$ cat config.mk
export PLATFORM = sky130hd
export DESIGN_NAME = alu_arbiter
export DESIGN_NICKNAME = d
export VERILOG_FILES = /design/src/rtl/alu_arbiter.sv
export SDC_FILE = /design/constraint.sdc
export NUM_CORES = 1
export LEC_CHECK = 0
export CAP_MARGIN = 5
export CORE_ASPECT_RATIO = 0.6
export CORE_UTILIZATION = 38
export CTS_BUF_LIST = sky130_fd_sc_hd__clkbuf_4
export CTS_CLUSTER_SIZE = 40
export DETAILED_ROUTE_END_ITERATION = 10
export PLACE_DENSITY_LB_ADDON = 0.25
export SLEW_MARGIN = 20
export SYNTH_ARGS = -nofsm -noshare
export SYNTH_HDL_FRONTEND = slang
export SYNTH_SLANG_ARGS = --single-unit
export TNS_END_PERCENT = 30
$ cat constraint.sdc
create_clock -name clock -period 1.6 [get_ports clock]
set_input_delay 0.4 -clock clock [delete_from_list [all_inputs] [get_ports clock]]
set_output_delay 0.4 -clock clock [all_outputs]
set_load 0.1 [all_outputs]
$ cat src/rtl/alu_arbiter.sv
// rtl/alu_arbiter.sv - round-robin arbiter sharing one registered ALU among NUM_REQ requesters
module alu_arbiter #(
  parameter int NUM_REQ     = 2,
  parameter int WORD_SIZE   = 16,
  parameter int OPCODE_SIZE = 5
) (
  input  logic                           clock,
  input  logic                           reset,
  input  logic [NUM_REQ-1:0]             req_valid,
  output logic [NUM_REQ-1:0]             req_ready,
  input  logic [NUM_REQ*OPCODE_SIZE-1:0] req_opcode,
  input  logic [NUM_REQ*WORD_SIZE-1:0]   req_a,
  input  logic [NUM_REQ*WORD_SIZE-1:0]   req_b,
  output logic [NUM_REQ-1:0]             resp_valid,
  input  logic [NUM_REQ-1:0]             resp_ready,
  output logic [WORD_SIZE-1:0]           resp_data,
  output logic                           busy,
  output logic                           alu_enable,
  output logic [OPCODE_SIZE-1:0]         alu_opcode,
  output logic [WORD_SIZE-1:0]           alu_input1,
  output logic [WORD_SIZE-1:0]           alu_input2,
  input  logic [WORD_SIZE-1:0]           alu_out
);

  localparam int IDX_W = (NUM_REQ > 1) ? $clog2(NUM_REQ) : 1;

  typedef enum logic [1:0] {
    IDLE    = 2'd0,
    ISSUE   = 2'd1,
    CAPTURE = 2'd2,
    RESP    = 2'd3
  } state_t;

  state_t                 state_q, state_d;
  logic [IDX_W-1:0]       rr_q, rr_d;
  logic [IDX_W-1:0]       grant_q, grant_d;
  logic [OPCODE_SIZE-1:0] opcode_q, opcode_d;
  logic [WORD_SIZE-1:0]   in1_q, in1_d;
  logic [WORD_SIZE-1:0]   in2_q, in2_d;
  logic [WORD_SIZE-1:0]   data_q, data_d;

  logic                   win_found;
  logic [IDX_W-1:0]       win_idx;
  logic [IDX_W-1:0]       cand;

  // Pick the first valid requester starting at the round-robin pointer, wrapping modulo NUM_REQ.
  always_comb begin
    win_found = 1'b0;
    win_idx   = '0;
    cand      = '0;
    for (int k = 0; k < NUM_REQ; k++) begin
      cand = IDX_W'((int'(rr_q) + k) % NUM_REQ);
      if (!win_found && req_valid[cand]) begin
        win_found = 1'b1;
        win_idx   = cand;
      end
    end
  end

  // Next-state and handshake outputs; ALU inputs only change on an accept so they never glitch.
  always_comb begin
    state_d    = state_q;
    rr_d       = rr_q;
    grant_d    = grant_q;
    opcode_d   = opcode_q;
    in1_d      = in1_q;
    in2_d      = in2_q;
    data_d     = data_q;
    req_ready  = '0;
    resp_valid = '0;
    alu_enable = 1'b0;
    case (state_q)
      IDLE: begin
        if (win_found) begin
          req_ready[win_idx] = 1'b1;
          opcode_d = req_opcode[win_idx*OPCODE_SIZE +: OPCODE_SIZE];
          in1_d    = req_a[win_idx*WORD_SIZE +: WORD_SIZE];
          in2_d    = req_b[win_idx*WORD_SIZE +: WORD_SIZE];
          grant_d  = win_idx;
          state_d  = ISSUE;
        end
      end
      ISSUE: begin
        alu_enable = 1'b1;
        state_d    = CAPTURE;
      end
      CAPTURE: begin
        data_d  = alu_out;
        state_d = RESP;
      end
      RESP: begin
        resp_valid[grant_q] = 1'b1;
        if (resp_ready[grant_q]) begin
          state_d = IDLE;
          rr_d    = (grant_q == IDX_W'(NUM_REQ - 1)) ? '0 : grant_q + IDX_W'(1);
        end
      end
      default: state_d = IDLE;
    endcase
  end

  // State and datapath registers; reset drops any in-flight operation.
  always_ff @(posedge clock) begin
    if (reset) begin
      state_q  <= IDLE;
      rr_q     <= '0;
      grant_q  <= '0;
      opcode_q <= '0;
      in1_q    <= '0;
      in2_q    <= '0;
      data_q   <= '0;
    end else begin
      state_q  <= state_d;
      rr_q     <= rr_d;
      grant_q  <= grant_d;
      opcode_q <= opcode_d;
      in1_q    <= in1_d;
      in2_q    <= in2_d;
      data_q   <= data_d;
    end
  end

  assign busy       = (state_q != IDLE);
  assign alu_opcode = opcode_q;
  assign alu_input1 = in1_q;
  assign alu_input2 = in2_q;
  assign resp_data  = data_q;

endmodule

==> impl_metrics.json, run 1 <==
{
  "status": "finished with violations",
  "violations": "setup timing",
  "die_w_um": 106,
  "ir_worst_vdd_mv": 1.09,
  "firstDrtPassIters": 4,
  "dp_worst_setup_slack_ns": -0.426,
  "async_reset_ff_share_pct": 0,
  "period_minus_slack_ns": 1.94,
  "timing.fmax_mhz": 516,
  "worstPathArrival_ns": 1.54,
  "synthTopCellsByCount": "dfxtp_1, nor2_1, a221o_1, nor3b_1, mux2i_1",
  "dp_hpwl_mm": 6.34,
  "cts_hold_buf": 0,
  "clock-sinks": 57,
  "io_pins": 155,
  "first_global_vias": 2525,
  "dr_total_vias": 2816,
  "rrSetupSlack_ns": -0.28,
  "slew_viol_final": 0,
  "cts_buffer_depth": 2,
  "synth_top_cell_area_share_pct": 46.5,
  "critPathRequiredTime_ns": 1.20,
  "post_drt_wl_per_cell_um": 19.7,
  "synth_edf_count": 0,
  "htree_levels": 3,
  "crit_path_top_delay_cell": "dfxtp_4",
  "avgViaCountPerCell": 5.49,
  "synth_area_um2": 2460,
  "whs_ns": 0.440,
  "p_per_area_nw_per_um2": 2010,
  "final.fill_count": 332,
  "maxCapViolCount": 0,
  "ys.flop_type": "dfxtp_1",
  "worstHoldPathType": "in -> reg",
  "die_area_um2": 6800,
  "antenna_cells": 0,
  "seqCellArea_um2": 1150,
  "synth_nets": 346,
  "syn_area_per_cell_um2": 10.0,
  "relSlewSlack_pct": 67.6,
  "path_clk_slew_ns": 0.10,
  "yosys_register_bits": 57,
  "ys_types": 31,
  "core_um2": 6170,
  "start_util_pct": 39.8,
  "cts_root_buf": "clkbuf_4",
  "fin_crit_sh_pct": 121,
  "cp-start-kind": "flip-flop",
  "cts_tree": "built",
  "area_delta_synth_final_pct": 112,
  "drt_wl_total_mm": 10.1,
  "setup_ws_ns": -0.340,
  "finalNetCount": 526,
  "synthCells": 245,
  "synth_area_leader_cell": "dfxtp_1",
  "yosys.cell_count.top_type": "dfxtp_1",
  "final_hold_viol_count": 0,
  "power_leakage_nw": 2.01,
  "max_stage_delay_ns": 0.38,
  "worst_pin_slew_ns": 0.485,
  "grt_util_all_layers_pct": 25.7,
  "grt_pass1_wl_mm": 13.3,
  "endpoint_kind": "output pin",
  "setup_violations": 40,
  "finClkSkew_ns": 0.0166,
  "setup_tns_ns": -6.72,
  "rows": 22,
  "worst-path-max-fanout": 4,
  "die_h_um": 64.3,
  "crit_type": "reg -> out",
  "io_buffers": 154,
  "synth_area_leaders": "dfxtp_1, a221o_1, mux2i_1",
  "antenna_found_initial": 0,
  "yosysSeqAreaShare_pct": 46.5,
  "detail-route-antenna-nets": 0,
  "remaining_drc_errors": 0,
  "rsz0062_at_grt": "yes",
  "cts_made_buffers": 9,
  "cp_cell_sequence": "inv_4 -> ha_4 -> clkinvlp_4 -> nor3_4 -> buf_12",
  "yosys_warnings": 0,
  "gp_congestion": 0.773,
  "gr-total-overflow": 0,
  "drive_gt1_share_pct": 31.0,
  "clk_latency_ns": 0.41,
  "drtIter0Drc": 177,
  "grt_max_degree": 28,
  "multiInputGateArea_um2": 1290
}
## layout by cell type (no fill, tap or decap), types with 2 or more instances in the layout
cell,n
dfxtp_2,2
clkbuf_16,4
a32oi_1,6
dfxtp_1,54
ha_1,2
mux2i_1,19
clkinv_2,3
nand2b_1,4
a21oi_1,7
nor2_1,27
a311oi_1,5
inv_2,2
a311oi_2,3
nor2b_4,2
ha_4,3
a22oi_1,2
clkinv_1,3
nor3b_1,22
a221o_1,23
clkdlybuf4s50_1,92
buf_4,25
clkbuf_4,9
buf_12,63
o21ai_0,8
buf_6,4
nand3_1,14
## through the flow
stage | std cells | util, % | cell area [um2] | power [W]
floorplan | 245 | - | 2500 | 0.00633
global placement | 482 | 78.3 | 4830 | 0.00890
detailed placement | 482 | 78.3 | 4830 | 0.00901
CTS | 505 | 81.3 | 5010 | 0.00998
global route | 513 | 84.6 | 5210 | 0.0108
finish | 513 | 84.6 | 5210 | 0.0105
## cell families (layout without fill, tap and decap cells)
family / count (synthesis) / after routing / synth area share (%)
fa+ha+maj: 5 / 5 / 2.55
simple gates: 76 / 76 / 17.6
mux: 19 / 19 / 7.74
flops: 57 / 57 / 46.5
compound gates: 61 / 61 / 19.9
buf+inv: 27 / 211 / 5.76
## area by class of cell
cell class                 count  area share (%)
tap                           84            2.02
clock buffer                   9            1.30
multi-input combinational    161            24.7
inverter                       4           0.408
sequential                    57            22.0
timing repair buffer         192            49.0
clock inverter                 6           0.504
## worst max-delay path: cells and delay by family (launching register included)
| family | cells | cell delay (ns) |
|---|---|---|
| DFF | 1 | 0.38 |
| adders and majority gates | 1 | 0.19 |
| buffers and inverters | 3 | 0.41 |
| and+or+nand+nor | 1 | 0.16 |
## state kept, by name, summed over array words and instances, names as in the netlist
signal and count:
alu_input1 16, alu_input2 16, alu_opcode 5, grant_q 1, resp_data 16, rr_q 1, state_q 2
## power by group
part | switching [W] | internal, W | leakage [nW]
clock | 0.000532 | 0.000287 | 0.0578
combinational | 0.00443 | 0.00288 | 1.48
sequential | 0.000474 | 0.00185 | 0.470
total | 0.00544 | 0.00502 | 2.01
## what timing repair did
action / CTS / global route
endpoints found under the setup margin: 12 / 36
setup buffers: 8 / 5
pin swaps: 2 / 19
gates resized for setup: 8 / 18
cloned: 0 / 4
## layer usage
metal  GRT usage [%]  vias to the layer above  routed length, um
met5               0                        -                  0
met4            7.29                        0                318
met3            8.47                       33                764
met2            43.7                      132               4930
met1            31.0                     1363               4080
li1                -                     1288                  -
## final timing paths
| check | depth (start not counted) | startpoint | to |
|---|---|---|---|
| setup / recovery | 5 | state_q[1] | req_ready[1] |
| setup reg to reg | 9 | state_q[1] | alu_input1[6] |
| hold / removal | 3 | reset | resp_data[0] |
| hold reg to reg | 2 | alu_input2[2] | alu_input2[2] |
Power figures use the tool's default switching activity.
==> run 2, diff against run 1 <==
- CORE_MARGIN: not set -> 1
==> results of run 2 <==
The final DEF is identical to that of run 1; final timing and power are the same.
==> run 3, diff against run 2 <==
- CORE_MARGIN: 1 -> not set
- CORE_UTILIZATION: 38 -> 35
==> run 3 against run 2 <==
Combinational power fell by 2%. Critical path depth up 1. Critical path type unchanged. Via count decreased by 5.8%. Wire length fell by 14%. Fmax up 1.6%. Worst setup slack better by 0.031 ns. Utilization shrank 7.5 points. Clock skew is 0.0013 ns lower. Clock-buffer cell count grew 1. Final cell count fell by 0.39%. First-iteration DRC count decreased by 40%. The flow still finishes with violations (setup timing). Sequential cell count unchanged.
==> impl_metrics.json, run 3 (synthesis gave the netlist of run 1 again) <==
{
  "detail-route-antenna-nets": 0,
  "rsz0062_at_grt": "yes",
  "layout_common_cells": "clkdlybuf4s50_1, buf_12, dfxtp_1",
  "cts_root_buf": "clkbuf_4",
  "io_pins": 155,
  "maxCapViolCount": 0,
  "antenna_cells": 0,
  "drtIter0Drc": 106,
  "setup_violations": 29,
  "cp-start-kind": "flip-flop",
  "antenna_found_initial": 0,
  "endpoint_kind": "output pin",
  "finClkSkew_ns": 0.0153,
  "dr_total_vias": 2652,
  "dpl-instance-area_um2": 4830,
  "cts_buffer_depth": 2,
  "grt_max_degree": 27,
  "clock-sinks": 57,
  "total_power_w": 0.0105,
  "power_leakage_nw": 1.97,
  "io_buffers": 154,
  "avgViaCountPerCell": 5.19,
  "ir_worst_vdd_mv": 1.39,
  "post_drt_wl_per_cell_um": 16.9,
  "area_delta_synth_final_pct": 111,
  "worst-path-max-fanout": 3,
  "grt_pass1_wl_mm": 12.8,
  "final_cells": 511,
  "drt_wl_total_mm": 8.66,
  "worstHoldPathType": "in -> reg",
  "finalNetCount": 521,
  "clk_latency_ns": 0.40,
  "dp_hpwl_mm": 6.36,
  "worst_pin_slew_ns": 0.663,
  "setup_ws_ns": -0.308,
  "core_um2": 6730,
  "post-route-util_pct": 77.1,
  "final_hold_viol_count": 0,
  "grt_util_all_layers_pct": 23.4,
  "crit_type": "reg -> out",
  "slew_viol_final": 0,
  "firstDrtPassIters": 4,
  "die_h_um": 66.9,
  "gr-total-overflow": 0,
  "remaining_drc_errors": 0,
  "fin_crit_sh_pct": 119,
  "critPathRequiredTime_ns": 1.20,
  "dp_worst_setup_slack_ns": -0.680,
  "period_minus_slack_ns": 1.91,
  "gp_congestion": 0.764,
  "rows": 23,
  "first_global_vias": 2527,
  "status": "finished with violations",
  "drive_gt1_share_pct": 32.1,
  "path_clk_slew_ns": 0.11,
  "violations": "setup timing",
  "timing.fmax_mhz": 524,
  "start_util_pct": 36.5,
  "htree_levels": 3,
  "cts_hold_buf": 0,
  "relSlewSlack_pct": 55.7,
  "final_common_cell": "clkdlybuf4s50_1",
  "finalInstanceArea_um2": 5190,
  "p_per_area_nw_per_um2": 2020,
  "dp.cells": 485,
  "cts_made_buffers": 9,
  "worstPathArrival_ns": 1.51,
  "die_area_um2": 7370,
  "die_w_um": 110,
  "cts_tree": "built"
}
-- run 3: changes by cell type in the layout (fill, tap and decap cells not counted), moves of 3 or more --
cell / change
nor3b_1: -5
nor3b_2: +5
clkbuf_16: -4
buf_4: -3
clkinv_1: -3
clkinvlp_4: +3
-- run 3: layer usage --
| metal | wire, um | vias up | part of all wire (%) | GRT usage (%) |
|---|---|---|---|---|
| met5 | 0 | - | 0 | 0 |
| met4 | 60 | 0 | 0.69 | 6.58 |
| met3 | 740 | 8 | 8.5 | 7.53 |
| met2 | 4140 | 120 | 48 | 37.9 |
| met1 | 3710 | 1252 | 43 | 29.8 |
| li1 | - | 1272 | - | - |
-- run 3: cell type report --
class                      instances  area (um2)
fill                             451        1550
sequential                        57        1140
timing repair buffer             187        2460
tap                               87         109
clock buffer                      10        75.1
multi-input combinational        161        1320
inverter                           4        18.8
clock inverter                     5        57.6
-- run 3: final timing paths --
path / start / to / slack, ns / cells past startpoint
worst max-delay path: state_q[1] / req_ready[1] / -0.31 / 6
worst min-delay path: reset / alu_input1[3] / 0.42 / 3
worst max register to register: state_q[1] / alu_input2[5] / -0.15 / 7
worst min register to register: alu_input2[0] / alu_input2[0] / 0.54 / 2
-- run 3: critical path: stages, from the launching register on --
cell	delay, ns
dfxtp_2	0.33
inv_2	0.07
ha_4	0.15
buf_6	0.10
clkinvlp_4	0.09
nor3_4	0.17
buf_12	0.20
-- run 3: where the power goes --
part,internal (W),switching [W]
registers,0.00184,0.000447
clock network,0.000482,0.000550
logic,0.00285,0.00432
total,0.00517,0.00532
-- run 3: through the flow --
stage | setup TNS [ns] | hold WS (ns)
after floorplan | -5.90 | 0.475
after global placement | -17.49 | 0.524
after detailed placement | -21.31 | 0.528
after CTS | -2.03 | 0.367
after global routing | -6.13 | 0.408
final | -3.79 | 0.423
-- run 3: repair_timing --
action,4_1_cts,5_1_grt
pin swaps,18,20
resized for setup,28,7
gates cloned,1,0
setup endpoints to repair,35,36
buffers inserted,10,6
